==> config.mk <==
export PLATFORM = sky130hd
export DESIGN_NAME = tlb_refill_ctrl
export DESIGN_NICKNAME = d
export VERILOG_FILES = /design/src/rtl/tlb_refill_ctrl.sv
export SDC_FILE = /design/constraint.sdc
export NUM_CORES = 1
export LEC_CHECK = 0
export ABC_CLOCK_PERIOD_IN_PS = 2400
export BUFFER_PORTS_ARGS = -buffer_cell sky130_fd_sc_hd__buf_2
export CAP_MARGIN = 20
export CELL_PAD_IN_SITES_DETAIL_PLACEMENT = 1
export CELL_PAD_IN_SITES_GLOBAL_PLACEMENT = 1
export CORE_ASPECT_RATIO = 0.6
export CORE_MARGIN = 3
export CORE_UTILIZATION = 38
export CTS_CLUSTER_SIZE = 16
export DETAILED_ROUTE_END_ITERATION = 10
export PLACE_DENSITY_LB_ADDON = 0.1
export SKIP_LAST_GASP = 1
export SYNTH_ARGS = -nofsm -noshare
export SYNTH_HDL_FRONTEND = slang
export SYNTH_SLANG_ARGS = --single-unit
==> constraint.sdc <==
create_clock -name clk -period 2.4 [get_ports clk]
set_input_delay 0.24 -clock clk [delete_from_list [all_inputs] [get_ports clk]]
set_output_delay 0.24 -clock clk [all_outputs]
set_load 0.01 [all_outputs]
==> src/rtl/tlb_refill_ctrl.sv <==
// TLB miss handler: stalls on a CAM miss, fetches the PTE and writes the tag/PFN
// into a round-robin victim slot, or pulses page_fault for an invalid PTE.
module tlb_refill_ctrl #(
    parameter int PTE_VALID_BIT = 0,
    parameter int CNT_W         = 16
) (
    input  logic             clk,
    input  logic             clrn,
    input  logic             lookup_req,
    input  logic [19:0]      vpn,
    input  logic             mfound,
    input  logic [31:0]      ptbr,
    output logic             stall,
    output logic             pte_req,
    output logic [31:0]      pte_addr,
    input  logic             pte_ack,
    input  logic [31:0]      pte_data,
    output logic             tlb_wren,
    output logic [2:0]       tlb_wraddress,
    output logic [19:0]      tlb_pattern,
    output logic [19:0]      tlb_pfn,
    output logic             page_fault,
    output logic [19:0]      fault_vpn,
    output logic [CNT_W-1:0] refill_cnt
);

    typedef enum logic [2:0] {
        S_IDLE   = 3'd0,
        S_REQ    = 3'd1,
        S_WRITE  = 3'd2,
        S_REPLAY = 3'd3,
        S_FAULT  = 3'd4
    } state_t;

    state_t            r_state;
    logic [2:0]        r_rr_ptr;
    logic [19:0]       r_vpn_q;
    logic              r_pte_req;
    logic [31:0]       r_pte_addr;
    logic              r_tlb_wren;
    logic [2:0]        r_tlb_wraddress;
    logic [19:0]       r_tlb_pattern;
    logic [19:0]       r_tlb_pfn;
    logic              r_page_fault;
    logic [19:0]       r_fault_vpn;
    logic [CNT_W-1:0]  r_refill_cnt;

    logic              w_miss;
    logic              w_pte_valid;
    logic              w_unused;

    assign w_miss      = lookup_req & ~mfound;
    assign w_pte_valid = pte_data[PTE_VALID_BIT];
    assign w_unused    = ^pte_data[11:0];

    // Stall must rise in the very cycle the miss is seen, so it is decoded, not registered.
    always_comb begin
        stall = 1'b0;
        case (r_state)
            S_IDLE:                   stall = w_miss;
            S_REQ, S_WRITE, S_REPLAY: stall = 1'b1;
            default:                  stall = 1'b0;
        endcase
    end

    always_ff @(posedge clk or negedge clrn) begin
        if (!clrn) begin
            r_state         <= S_IDLE;
            r_rr_ptr        <= 3'd0;
            r_vpn_q         <= 20'd0;
            r_pte_req       <= 1'b0;
            r_pte_addr      <= 32'd0;
            r_tlb_wren      <= 1'b0;
            r_tlb_wraddress <= 3'd0;
            r_tlb_pattern   <= 20'd0;
            r_tlb_pfn       <= 20'd0;
            r_page_fault    <= 1'b0;
            r_fault_vpn     <= 20'd0;
            r_refill_cnt    <= '0;
        end else begin
            r_tlb_wren   <= 1'b0;
            r_page_fault <= 1'b0;
            case (r_state)
                S_IDLE: begin
                    if (w_miss) begin
                        r_vpn_q    <= vpn;
                        r_pte_addr <= ptbr + {10'd0, vpn, 2'b00};
                        r_pte_req  <= 1'b1;
                        r_state    <= S_REQ;
                    end
                end
                S_REQ: begin
                    if (pte_ack) begin
                        r_pte_req <= 1'b0;
                        if (w_pte_valid) begin
                            // Write-port registers load only here so they stay quiet while wren is low.
                            r_tlb_wren      <= 1'b1;
                            r_tlb_wraddress <= r_rr_ptr;
                            r_tlb_pattern   <= r_vpn_q;
                            r_tlb_pfn       <= pte_data[31:12];
                            r_state         <= S_WRITE;
                        end else begin
                            r_page_fault <= 1'b1;
                            r_fault_vpn  <= r_vpn_q;
                            r_state      <= S_FAULT;
                        end
                    end
                end
                S_WRITE: begin
                    r_rr_ptr <= r_rr_ptr + 3'd1;
                    if (r_refill_cnt != '1)
                        r_refill_cnt <= r_refill_cnt + 1'b1;
                    r_state <= S_REPLAY;
                end
                S_REPLAY: r_state <= S_IDLE;
                S_FAULT:  r_state <= S_IDLE;
                default:  r_state <= S_IDLE;
            endcase
        end
    end

    assign pte_req       = r_pte_req;
    assign pte_addr      = r_pte_addr;
    assign tlb_wren      = r_tlb_wren;
    assign tlb_wraddress = r_tlb_wraddress;
    assign tlb_pattern   = r_tlb_pattern;
    assign tlb_pfn       = r_tlb_pfn;
    assign page_fault    = r_page_fault;
    assign fault_vpn     = r_fault_vpn;
    assign refill_cnt    = r_refill_cnt;

endmodule
==> metrics.yaml <==
status:
  outcome: "finished, final reports clean"
final_layout:
  synthToLayoutAreaGrowth_pct: 30.4
  diodes: 0
  drive_above_1_share_pct: 30.3
  fillers: 1985
  final_nets: 1030
  finalInstanceArea_mm2: 0.00863
synthesis:
  synth_edf_count: 0
  synth_top_area_share_pct: 53.0
  avgSynthCellArea_um2: 9.41
  ys_ff_latch: 140
  ys_warn_count: 0
  syn-num-nets: 815
  yosys-top-cells-count: "nand2_1 (252), dfrtp_1 (140), o21ai_0 (40)"
  yosysUniqueCellTypes: 48
  synthesis.area_mm2: 0.00662
  synthArstFlopShare_pct: 100
  synthCells: 703
  synthFlopType: "dfrtp_1"
  seq_area_frac_synth_pct: 53.0
  synth.most_common_cell: "nand2_1"
  yosysTopAreaCell: "dfrtp_1"
  synthTopCellsByArea: "dfrtp_1 (53%), nand2_1 (14%), ha_1 (4.2%)"
power_and_ir_drop:
  power_frac_seq_pct: 41.2
  vdd_drop_max_mv: 0.541
  power_density_mw_per_mm2: 1150
  power.switching_mw: 3.77
  p_clk_share_pct: 25.3
  comb_power_share_pct: 33.5
  p_sw_share_pct: 38.0
  internal-power_mw: 6.15
  p_leak_nw: 4.47
floorplan:
  num_rows: 36
  dieHeight_um: 108
  initial_utilization_pct: 39.8
  die_area_mm2: 0.0191
  die_w_um: 176
  io_pins: 204
  core_area_mm2: 0.0166
global_route:
  overflow: 0
  antenna_found_initial: 0
  grt_pass1_wl_um: 34100
  grt_usage_pct: 22.9
  grt_max_degree: 58
  first_global_vias: 6311
sta:
  fmax_ghz: 0.438
  hold_viol: 0
  layout_min_cycle_time_ns: 2.28
  fin_crit_sh_pct: 95.2
  relSlewSlack_pct: 62.5
  setup_viol: 0
  tightest_slew_ns: 0.563
  slew_viol_final: 0
  timing.hold.ws_ns: 0.0165
  skew_ns: 0.00924
  rsz0062_at_grt: "no"
routing:
  drtIter0Drc: 352
  ant_nets: 0
  totalWireLength_um: 21400
  routedWlPerCell_um: 18.5
  drc: 0
  num_vias: 5994
  dr.pass1.iters: 5
  via_per_inst: 5.17
clocking:
  cts-root-buf: "clkbuf_16"
  cts_buffer_depth: 2
  cts_htree_levels: 4
  cts_tree: "built"
  insertion_delay_ns: 0.43
  cts_buffers: 17
  clk_pin_slew_ns: 0.06
  cts_sinks: 140
  cts_setup_buffers: 0
critical_path:
  endpoint_kind: "flop"
  path_cells: "buf_2 -> ha_1 -> inv_1 -> fa_1 -> nand2b_1 -> a21oi_2 -> o211ai_1 -> a2111oi_2 -> buf_4 -> o211ai_1 -> xor2_1 -> o21ai_0"
  critPathKind: "in -> reg"
  cp_common_cell: "o211ai_1"
  cp-start-kind: "input pin"
  cp_top_family: "compound AO/OA/AOI/OAI gates"
  crit_required_ns: 2.73
  crit_slowest_cell: "a2111oi_2"
  crit_path_max_incr_delay_ns: 0.42
  critical_path_buf_inv_count: 3
  crit_fanout: 3
  reg2regPathDepth: 5
  critical_path_cell_count: 12
  crit_arrival_ns: 2.62
hold_path:
  min_path_type: "in -> reg"
  min_path_cells: 3
placement:
  dpl.hpwl_um: 16000
  portBuffers: 192
  place_area_mm2: 0.00798
  place_congestion: 0.848
run:
  maxCapViolCount: 0
-- worst paths after layout --
check                                from  slack, ns              to
max                                vpn[0]       0.12    pte_addr[30]
min                          pte_data[21]       0.02      tlb_pfn[9]
max reg2reg                    r_state[0]       0.31  refill_cnt[15]
min reg2reg                tlb_pattern[7]       0.47  tlb_pattern[7]
max in group asynchronous            clrn       1.17      tlb_pfn[6]
min in group asynchronous            clrn       0.35  refill_cnt[15]
-- tightest hold or removal path: stages --
cell,delay [ns]
buf_2,0.08
nand2_1,0.04
nand2_1,0.04
-- metrics by stage --
stage                     total power [mW]  TNS, ns  utilization (%)  setup slack, ns  cells
final                                 9.92        0             51.9            0.116   1159
after CTS                             10.0        0             51.9           0.0672   1159
after global placement                7.24   -0.857             48.0           -0.190   1118
after floorplan                       5.78        0                -            0.232    703
after global routing                  10.6        0             51.9           0.0128   1159
after detailed placement              7.47    -1.32             48.0           -0.270   1118
-- routing by layer --
metal	up-vias	GRT usage, %	part of all wire, %
li1	2808	-	-
met1	2972	31.6	48
met2	172	35.6	45
met3	42	5.58	5.1
met4	0	7.62	2.3
met5	-	0	0
-- sequential cells by signal (all words and copies together), names as in the netlist --
name           count
page_fault         1
pte_addr          32
tlb_wren           1
r_state            3
tlb_pattern       20
tlb_pfn           20
fault_vpn         20
r_rr_ptr           3
tlb_wraddress      3
refill_cnt        16
pte_req            1
r_vpn_q           20
-- logic make-up after synthesis --
family	synth area share, %
xor gates and xnor gates	5.43
buffers and inverters	2.19
adders and majority gates	4.46
DFF	53.0
muxes	3.57
AOI/OAI and AO/OA	9.57
and+or+nand+nor	21.8
-- power by group through the flow --
stage | Clock, mW | Combinational [mW] | Sequential, mW
detailed placement | 0 | 3.34 | 4.13
floorplan | 0 | 1.43 | 4.35
global route | 2.67 | 3.73 | 4.23
CTS | 2.57 | 3.39 | 4.09
global placement | 0 | 3.20 | 4.04
finish | 2.51 | 3.33 | 4.09
-- cell usage in the layout, fill, tap and decap left out, drive strengths merged, types with 6 or more instances in the layout --
| cell | instances |
|---|---|
| clkbuf | 18 |
| dfrtp | 140 |
| xnor2 | 22 |
| dlygate4sd3 | 9 |
| o21ai | 40 |
| a31oi | 6 |
| mux2 | 21 |
| o211ai | 6 |
| ha | 22 |
| inv | 15 |
| nand4 | 14 |
| nor2 | 27 |
| nor3 | 7 |
| nand3 | 11 |
| xor2 | 19 |
| a21oi | 28 |
| nand2 | 252 |
| buf | 216 |
-- what timing repair did --
action                                  4_1_cts  5_1_grt
gates resized for setup                       0        1
hold buffers                                  9        0
endpoints found under the hold margin        63        0
endpoints found under the setup margin        0        3
-- final cells by class --
type,instances,area [um2],area share [%]
Sequential cell,140,3500,40.6
Multi-Input combinational cell,527,2980,34.5
Timing Repair Buffer,225,1270,14.8
Clock buffer,18,429,4.98
Tap cell,228,285,3.31
Clock inverter,14,128,1.48
Inverter,7,26.3,0.305
Note: power is estimated with default switching activity, not from simulation.
